===== src/rtl/pulse_stretch_pkg.sv =====
// Shared types and defaults for the pulse stretcher bank and its lanes.
package pulse_stretch_pkg;

  typedef enum logic [1:0] {
    IDLE    = 2'd0,
    STRETCH = 2'd1,
    HOLDOFF = 2'd2
  } lane_state_e;

  localparam int CNT_W_DEF = 16;

endpackage


===== src/rtl/pulse_stretcher_bank_if.sv =====
// Bundle of the per-lane trigger/control inputs and stretched outputs.
interface pulse_stretcher_bank_if
  import pulse_stretch_pkg::*;
#(
  parameter int CHANNELS = 4,
  parameter int CNT_W    = CNT_W_DEF
);
  logic [CHANNELS-1:0] trig;
  logic [CHANNELS-1:0] cancel;
  logic [CNT_W-1:0]    len;
  logic [CNT_W-1:0]    holdoff;
  logic                retrig;
  logic [CHANNELS-1:0] pulse;
  logic [CHANNELS-1:0] done;
  logic                any_busy;

  modport master (
    output trig, cancel, len, holdoff, retrig,
    input  pulse, done, any_busy
  );

  modport slave (
    input  trig, cancel, len, holdoff, retrig,
    output pulse, done, any_busy
  );
endinterface


===== src/rtl/pulse_stretch_lane.sv =====
// One stretcher lane: IDLE -> STRETCH for len cycles -> optional HOLDOFF dead time.
module pulse_stretch_lane
  import pulse_stretch_pkg::*;
#(
  parameter int CNT_W = CNT_W_DEF
) (
  input  logic             clk,
  input  logic             rst,
  input  logic             tev,
  input  logic             cancel,
  input  logic [CNT_W-1:0] len,
  input  logic [CNT_W-1:0] holdoff,
  input  logic             retrig,
  output logic             pulse,
  output logic             done,
  output logic             busy
);

  lane_state_e      state_q, state_d;
  logic [CNT_W-1:0] cnt_q, cnt_d;
  logic             pulse_q, pulse_d;
  logic             done_q, done_d;

  always_comb begin
    state_d = state_q;
    cnt_d   = cnt_q;
    done_d  = 1'b0;
    if (cancel) begin
      state_d = IDLE;
      cnt_d   = '0;
    end else begin
      unique case (state_q)
        IDLE: begin
          if (tev && len != '0) begin
            state_d = STRETCH;
            cnt_d   = len;
          end
        end
        STRETCH: begin
          // a retrigger on the last cycle keeps the pulse alive and suppresses done
          if (retrig && tev && len != '0) begin
            cnt_d = len;
          end else if (cnt_q == CNT_W'(1)) begin
            done_d = 1'b1;
            if (holdoff != '0) begin
              state_d = HOLDOFF;
              cnt_d   = holdoff;
            end else begin
              state_d = IDLE;
            end
          end else begin
            cnt_d = cnt_q - CNT_W'(1);
          end
        end
        HOLDOFF: begin
          if (cnt_q == CNT_W'(1)) state_d = IDLE;
          else                    cnt_d   = cnt_q - CNT_W'(1);
        end
        default: begin
          state_d = IDLE;
          cnt_d   = '0;
        end
      endcase
    end
    pulse_d = (state_d == STRETCH);
  end

  always_ff @(posedge clk or posedge rst) begin
    if (rst) begin
      state_q <= IDLE;
      cnt_q   <= '0;
      pulse_q <= 1'b0;
      done_q  <= 1'b0;
    end else begin
      state_q <= state_d;
      cnt_q   <= cnt_d;
      pulse_q <= pulse_d;
      done_q  <= done_d;
    end
  end

  assign pulse = pulse_q;
  assign done  = done_q;
  assign busy  = (state_q != IDLE);

endmodule


===== src/rtl/pulse_stretcher_bank.sv =====
// Multi-lane programmable pulse stretcher: trigger edge detection plus one lane per channel.
module pulse_stretcher_bank
  import pulse_stretch_pkg::*;
#(
  parameter int CHANNELS  = 4,
  parameter int CNT_W     = CNT_W_DEF,
  parameter int EDGE_TRIG = 1
) (
  input  logic                  clk,
  input  logic                  rst,
  pulse_stretcher_bank_if.slave bus
);

  logic [CHANNELS-1:0] trig_q, trig_d;
  logic [CHANNELS-1:0] tev;
  logic [CHANNELS-1:0] pulse_w, done_w, busy_w;

  always_comb trig_d = bus.trig;

  always_ff @(posedge clk or posedge rst) begin
    if (rst) trig_q <= '0;
    else     trig_q <= trig_d;
  end

  generate
    if (EDGE_TRIG != 0) begin : g_edge
      assign tev = bus.trig & ~trig_q;
    end else begin : g_level
      assign tev = bus.trig;
    end
  endgenerate

  for (genvar i = 0; i < CHANNELS; i++) begin : g_lane
    pulse_stretch_lane #(.CNT_W(CNT_W)) u_lane (
      .clk     (clk),
      .rst     (rst),
      .tev     (tev[i]),
      .cancel  (bus.cancel[i]),
      .len     (bus.len),
      .holdoff (bus.holdoff),
      .retrig  (bus.retrig),
      .pulse   (pulse_w[i]),
      .done    (done_w[i]),
      .busy    (busy_w[i])
    );
  end

  assign bus.pulse    = pulse_w;
  assign bus.done     = done_w;
  assign bus.any_busy = |busy_w;

endmodule


===== src/flat_wrapper.sv =====
// flat-port wrapper written by rule: the top's interface ports become plain ports
module pulse_stretcher_bank_flat import pulse_stretch_pkg::*;
#(
  parameter int CHANNELS  = 4,
  parameter int CNT_W     = CNT_W_DEF,
  parameter int EDGE_TRIG = 1
)
  (clk, rst, bus_trig, bus_cancel, bus_len, bus_holdoff, bus_retrig, bus_pulse, bus_done, bus_any_busy);
  pulse_stretcher_bank_if #(.CHANNELS(CHANNELS), .CNT_W(CNT_W)) bus_i ();
  input  logic clk;
  input  logic rst;
  input wire logic [$bits(bus_i.trig)-1:0] bus_trig;
  input wire logic [$bits(bus_i.cancel)-1:0] bus_cancel;
  input wire logic [$bits(bus_i.len)-1:0] bus_len;
  input wire logic [$bits(bus_i.holdoff)-1:0] bus_holdoff;
  input wire logic [$bits(bus_i.retrig)-1:0] bus_retrig;
  output wire logic [$bits(bus_i.pulse)-1:0] bus_pulse;
  output wire logic [$bits(bus_i.done)-1:0] bus_done;
  output wire logic [$bits(bus_i.any_busy)-1:0] bus_any_busy;
  assign bus_i.trig = bus_trig;
  assign bus_i.cancel = bus_cancel;
  assign bus_i.len = bus_len;
  assign bus_i.holdoff = bus_holdoff;
  assign bus_i.retrig = bus_retrig;
  assign bus_pulse = bus_i.pulse;
  assign bus_done = bus_i.done;
  assign bus_any_busy = bus_i.any_busy;
  pulse_stretcher_bank #(.CHANNELS(CHANNELS), .CNT_W(CNT_W), .EDGE_TRIG(EDGE_TRIG)) u_core (.clk(clk), .rst(rst), .bus(bus_i));
endmodule

===== config.mk =====
export PLATFORM = sky130hd
export DESIGN_NAME = pulse_stretcher_bank_flat
export DESIGN_NICKNAME = d
export VERILOG_FILES = /design/src/rtl/pulse_stretch_pkg.sv /design/src/rtl/pulse_stretcher_bank_if.sv /design/src/rtl/pulse_stretch_lane.sv /design/src/rtl/pulse_stretcher_bank.sv /design/src/flat_wrapper.sv
export SDC_FILE = /design/constraint.sdc
export NUM_CORES = 1
export LEC_CHECK = 0
export CELL_PAD_IN_SITES_DETAIL_PLACEMENT = 0
export CELL_PAD_IN_SITES_GLOBAL_PLACEMENT = 1
export CORE_ASPECT_RATIO = 1.25
export CORE_MARGIN = 2
export CORE_UTILIZATION = 40
export DETAILED_ROUTE_END_ITERATION = 8
export PLACE_DENSITY = 0.78
export SYNTH_ARGS = -nofsm -noshare
export SYNTH_HDL_FRONTEND = slang
export SYNTH_SLANG_ARGS = --single-unit

===== constraint.sdc =====
create_clock -name clk -period 2.32 [get_ports clk]
set_input_delay 0.232 -clock clk [delete_from_list [all_inputs] [get_ports clk]]
set_output_delay 0.232 -clock clk [all_outputs]
set_load 0.01 [all_outputs]

==> out/results.ini, run 1 <==
[grt]
grt_pass1_vias = 7634
grt_max_degree = 85
track_usage_pct = 31.09
grt_overflow = 0
antenna_found_initial = 0
grt_pass1_wl_um = 43510

[floorplanning]
die_area_um2 = 18480
initial_core_util_pct = 41.16
fp-row-count = 53
io_pins = 52
die_x_um = 122.0
core_area_um2 = 16910
dieHeight_um = 151.5

[placement]
port_buffers = 51
post-place-cells = 1263
hpwl_um = 21350
gp_congestion = 0.9708
place_area_um2 = 9057
place_ws_ns = -0.6117

[sta]
layout_min_cycle_time_ns = 2.253
relSlewSlack_pct = 57.37
fin_skew_ns = 0.01072
setup_viol_count_final = 0
timing.final.ws_setup_ns = 0.06686
fin_crit_sh_pct = 97.12
hold_ws_ns = 0.3665
finalHoldViolations = 0
drv_slew = 0
max_freq_ghz = 0.4438
rsz0062_at_grt = yes
max_slew.worst_pin.slew_ns = 0.6340

[finish]
drive_above_1_share_pct = 27.09
final_area_um2 = 9664
fillers = 1584
post-route-util_pct = 57.15
antenna_cells = 0
fin_nets = 1109
syn_to_final_growth_pct = 38.85
stdcell_count = 1283

[yosys]
syn_inst = 862
synth_area_um2 = 6960
ys.flop_type = dfrtp_1
synthTopCellsByArea = dfrtp_1 30%, nor2_1 5.1%, nand2_1 3.7%, o21ai_0 3.3%, a22o_1 3.1%
ys_ff_latch = 84
yosysTopAreaCellShare_pct = 30.20
postSynthAreaPerCell_um2 = 8.075
seq_area_frac_synth_pct = 30.20
yosysWarningCount = 0
synthArstFlopShare_pct = 100.0
synth_edf_count = 0
yosysTopAreaCell = dfrtp_1
yosysUniqueCellTypes = 78
syn-num-nets = 913

[detailed_routing]
met3_wirelength_um = 1763
ant_nets = 0
vias_per_cell = 6.115
totalWireLength_um = 28320
dr.pass1.iters = 5
top_layer = met4
initialDrtViolationCount = 935
wl_per_cell_um = 22.07
route.met2.wl_um = 12750
vias = 7846
drc = 0
met1_length_um = 12220

[run_status]
outcome = finished, final reports clean

[clocking]
clk_path_buf_depth = 2
cts_tree = built
clk_transition_reported_paths_ns = 0.06
postCtsHoldBufs = 0
cts_root_buf = clkbuf_16
clock_sinks = 84
htreeDepth = 3
clock_latency_ns = 0.35
cts_buffers = 9

[worst_setup_path]
critPathSlowestCell = dfrtp_1
endpoint_kind = output pin
rr_startpoint = u_core.g_lane[0].u_lane.cnt_q[8]
worst-path-buf-inv = 2
cp.arrival_ns = 2.02
cp_top_family = buffers and inverters
worstPathMaxFanout = 13
crit_path_start_kind = flip-flop
required_ns = 2.09
cp_num_cells = 4
path_class = reg -> out
cp_slowest_stage_delay_ns = 0.73
cp-startpoint = u_core.g_lane[3].u_lane.state_q[1]
cp_cell_sequence = nor2_1 > buf_4 > nand4_1 > clkdlybuf4s50_1
r2r_cells = 8

[power]
ir_drop_v = 0.0003373
power_density_nw_per_um2 = 588.8
p_leak_nw = 4.098

[job]
maxCapViolations = 0

[hold_path]
hold_class = in -> async

-- tightest hold or removal path: stages --
cell	delay (ns)
clkdlybuf4s50_1	0.44
clkinvlp_4	0.10
buf_12	0.38
-- cells by family after synthesis --
logic type                 Yosys count  synth area share, %
and+or+nand+nor                    340                24.82
AOI/OAI and AO/OA                  285                30.04
buffers and inverters               86                5.806
DFF                                 84                30.20
xor gates and xnor gates            44                5.536
muxes                               15                2.157
adders and majority gates            8                1.438
-- cells in the mapped netlist (all sizes together), types with 9 or more instances --
cell	n
xnor2	22
buf	28
a22oi	13
clkbuf	35
inv	23
a211oi	29
nand2	69
nor4	25
o21ai	70
a21oi	31
and2	10
a221oi	12
dfrtp	84
a311oi	10
nor3	38
xor2	22
mux2i	15
nor2b	12
nor2	97
o22ai	12
a22o	25
nand3	22
nand4	18
a2111oi	10
o31ai	12
nand2b	9
-- repair_timing --
action	CTS	global route
gates resized for setup	22	52
setup buffers	0	4
pin swaps	1	12
hold endpoints to repair	0	0
cloned	0	0
endpoints found under the setup margin	66	59
-- area by class of cell --
| cell class | count | area, um2 | share of cell area [%] |
|---|---|---|---|
| Tap cell | 220 | 275.3 | 2.848 |
| Timing Repair Buffer | 248 | 2079 | 21.52 |
| Clock inverter | 5 | 60.06 | 0.6214 |
| Sequential cell | 84 | 2102 | 21.75 |
| Inverter | 23 | 90.09 | 0.9322 |
| Clock buffer | 11 | 252.7 | 2.615 |
| Multi-Input combinational cell | 692 | 4805 | 49.72 |
-- metrics by stage --
step / power (mW) / TNS, ns
floorplan: 3.087 / -1.564
global placement: 4.024 / -35.15
detailed placement: 4.034 / -38.45
CTS: 5.592 / 0
global route: 5.980 / -0.03741
finish: 5.690 / 0
-- routing by layer --
layer	global-route usage, %	up-vias
met2	48.58	344
met4	15.75	0
met3	4.528	76
met1	41.88	3751
met5	0	-
li1	-	3675
-- worst paths after layout --
| check | slack (ns) | end |
|---|---|---|
| worst max-delay path | 0.07 | bus_any_busy |
| worst min-delay path | 0.37 | u_core.g_lane[0].u_lane.pulse |
| worst max register to register | 0.07 | u_core.g_lane[0].u_lane.cnt_q[4] |
| worst min register to register | 0.54 | u_core.g_lane[2].u_lane.cnt_q[10] |
| max in group asynchronous | 1.56 | u_core.g_lane[1].u_lane.cnt_q[6] |
| min in group clk | 0.39 | u_core.trig_q[3] |
-- state kept, by name, indices dropped and copies added (netlist names) --
register,count
u_core.g_lane.u_lane.cnt_q,64
u_core.g_lane.u_lane.state_q,8
u_core.g_lane.u_lane.done,4
u_core.g_lane.u_lane.pulse,4
u_core.trig_q,4
-- layout by cell type (no fill, tap or decap), drive strengths merged, types with 13 or more instances in the layout --
cell	synthesis	routed
a22o	25	25
a211oi	29	29
a22oi	13	13
nor4	25	25
nor3	38	38
clkbuf	35	14
nor2	97	97
nand3	22	22
a21oi	31	31
nand4	18	18
xnor2	22	22
xor2	22	22
dfrtp	84	84
mux2i	15	15
clkdlybuf4s50	0	35
nand2	69	69
o21ai	70	70
inv	23	22
buf	28	197
-- report_power, final --
| part | switching, mW | internal, mW | leakage, nW |
|---|---|---|---|
| registers | 0.161 | 1.59 | 1.13 |
| clock network | 0.651 | 0.896 | 0.152 |
| logic | 1.30 | 1.09 | 2.82 |
| total | 2.11 | 3.58 | 4.10 |
Note: power is estimated with default switching activity, not from simulation.
==> run 2, diff against run 1 <==
Settings changed: PLACE_DENSITY 0.78 to 0.75.
Clock period 2.32 ns to 2.8 ns, I/O delays scaled along.
==> run 2 against run 1 <==
Effect of this change:
- power fell by 20%
- sequential power fell by 17%
- combinational power fell by 26%
- die area did not move
==> out/results.ini, run 2 (same netlist as run 1, synthesis figures left out) <==
[sta]
setup_tns_ns = 0  ; unchanged
setup_viol_count_final = 0  ; unchanged
timing.final.ws_setup_ns = 0.1148  ; +0.04794 ns
fin_skew_ns = 0.01670  ; +0.005979 ns
drv_slew = 0  ; unchanged
relSlewSlack_pct = 57.51  ; +0.14 points
max_freq_ghz = 0.3724
rsz0062_at_grt = no
layout_min_cycle_time_ns = 2.685
fin_crit_sh_pct = 95.90
max_slew.worst_pin.slew_ns = 0.6374  ; +0.003394 ns
finalHoldViolations = 0  ; unchanged

[power]
p_sw_share_pct = 36.98  ; -0.17 points
p_switching_mw = 1.679  ; -21%
seqPwrFrac_pct = 32.2  ; +1.5 points
clockPowerShare_pct = 28.8  ; +1.6 points
p_comb_share_pct = 39.0  ; -3.1 points
power_density_nw_per_um2 = 508.8  ; -14%
ir_drop_v = 0.0003393  ; +0.61%
p_total_mw = 4.539  ; -20%
p_leak_nw = 3.742  ; -8.7%
cell_internal_pwr_mw = 2.861  ; -20%

[grt]
grt_pass1_wl_um = 45230  ; +3.9%
grt_max_degree = 27  ; -68%
track_usage_pct = 32.51  ; +1.4 points
grt_pass1_vias = 7594  ; -0.52%
antenna_found_initial = 0  ; unchanged
grt_overflow = 0  ; unchanged

[finish]
regMostFlops = u_core.g_lane.u_lane.cnt_q
top_regs = u_core.g_lane.u_lane.cnt_q x64, u_core.g_lane.u_lane.state_q x8
drive_above_1_share_pct = 19.19  ; -7.9 points
fillers = 1658  ; +4.7%
post-route-util_pct = 52.76  ; -4.4 points
largest_reg_flops = 64  ; unchanged
syn_to_final_growth_pct = 28.19
fin_nets = 1058  ; -4.6%
final_common_cell = buf_4
antenna_cells = 0  ; unchanged
layout_common_cells = 141 x buf_4, 95 x nor2_1, 84 x dfrtp_1

[clocking]
clk_transition_reported_paths_ns = 0.08  ; +0.02 ns
postCtsHoldBufs = 0  ; unchanged
cts_tree = built
clk_path_buf_depth = 2  ; unchanged
cts_buffers = 9  ; unchanged
clock_sinks = 84  ; unchanged
cts_root_buf = clkbuf_16
postCtsSetupBuffers = 0  ; unchanged
ctsResizeCount = 0  ; -100%
htreeDepth = 3  ; unchanged
clock_latency_ns = 0.37  ; +0.02 ns

[placement]
hpwl_um = 22230  ; +4.1%
place_ws_ns = -0.2610  ; +0.3507 ns
gp_congestion = 1.022  ; +5.3%
port_buffers = 51  ; unchanged

[run_status]
outcome = finished, final reports clean

[floorplanning]
initial_core_util_pct = 41.16  ; unchanged
die_x_um = 122.0  ; unchanged
io_pins = 52  ; unchanged
die_area_um2 = 18480  ; unchanged
dieHeight_um = 151.5  ; unchanged
fp-row-count = 53  ; unchanged
core_area_um2 = 16910  ; unchanged

[worst_setup_path]
r2r_end = u_core.g_lane[2].u_lane.cnt_q[7]
path_class = in -> reg
rr_startpoint = u_core.g_lane[2].u_lane.cnt_q[11]
regToRegSetupSlack_ns = 0.29  ; +0.22 ns
critPathCapture = u_core.g_lane[2].u_lane.cnt_q[14]
r2r_cells = 7  ; -1
crit_path_start_kind = primary input
required_ns = 3.04  ; +0.95 ns
endpoint_kind = flip-flop
cp-startpoint = bus_len[2]
cp.arrival_ns = 2.93  ; +0.91 ns
worstPathMaxFanout = 13  ; unchanged

[detailed_routing]
vias_per_cell = 6.374  ; +4.2%
drc = 0  ; unchanged
vias = 7846  ; unchanged
ant_nets = 0  ; unchanged
dr.pass1.iters = 5  ; unchanged
initialDrtViolationCount = 818  ; -13%
totalWireLength_um = 29540  ; +4.3%
wl_per_cell_um = 24.00  ; +8.7%

[hold_path]
hold_class = in -> async

[job]
maxCapViolations = 0  ; unchanged

## run 2: cell type report
type,count,area (um2),share of cell area (%)
multi-input combinational,692,4482,50.23
clock buffer,10,229.0,2.566
inverter,23,87.58,0.9816
tap,220,275.3,3.085
clock inverter,5,77.57,0.8694
sequential,84,2102,23.56
timing repair buffer,197,1669,18.71
## run 2: worst min-delay path by stage
stage / from / slack, ns / to
2_1_floorplan: bus_trig[0] / 0.31 / u_core.trig_q[0]
3_3_place_gp: u_core.g_lane[2].u_lane.cnt_q[10] / 0.49 / u_core.g_lane[2].u_lane.cnt_q[10]
6_report: rst / 0.27 / u_core.g_lane[2].u_lane.cnt_q[6]
5_1_grt: rst / 0.32 / u_core.g_lane[2].u_lane.cnt_q[6]
3_5_place_dp: u_core.g_lane[2].u_lane.cnt_q[10] / 0.53 / u_core.g_lane[2].u_lane.cnt_q[10]
4_1_cts: rst / 0.29 / u_core.g_lane[2].u_lane.cnt_q[6]
## run 2: worst max-delay path, stage by stage
cell	delay [ns]
clkdlybuf4s50_1	0.54
or4_4	0.59
o41ai_4	0.42
buf_4	0.22
o21ai_4	0.13
and3_1	0.22
a2111oi_0	0.42
o21ai_1	0.11
## run 2: power by group through the flow
stage	clock, mW	sequential (mW)	combinational [mW]
after floorplan	0	1.42	1.10
after global placement	0	1.47	1.71
after detailed placement	0	1.48	1.72
after CTS	1.31	1.46	1.74
after global routing	1.36	1.48	1.92
final	1.31	1.46	1.77
## run 2: stage by stage
stage / hold slack [ns] / cells / area, um2
finish: 0.2673 / 1231 / 8922
global route: 0.3169 / 1231 / 8922
CTS: 0.2893 / 1231 / 8902
detailed placement: 0.5261 / 1216 / 8596
global placement: 0.4948 / 1216 / 8596
floorplan: 0.3114 / 862 / 6960
## run 2: layer usage
metal  share of wire [%]  up-vias  global-route usage [%]
met2                  46      400                   52.15
met5                   0        -                       0
li1                    -     3581                       -
met4                 4.8        0                   16.78
met3                 7.3       70                   4.491
met1                  42     3795                   42.65
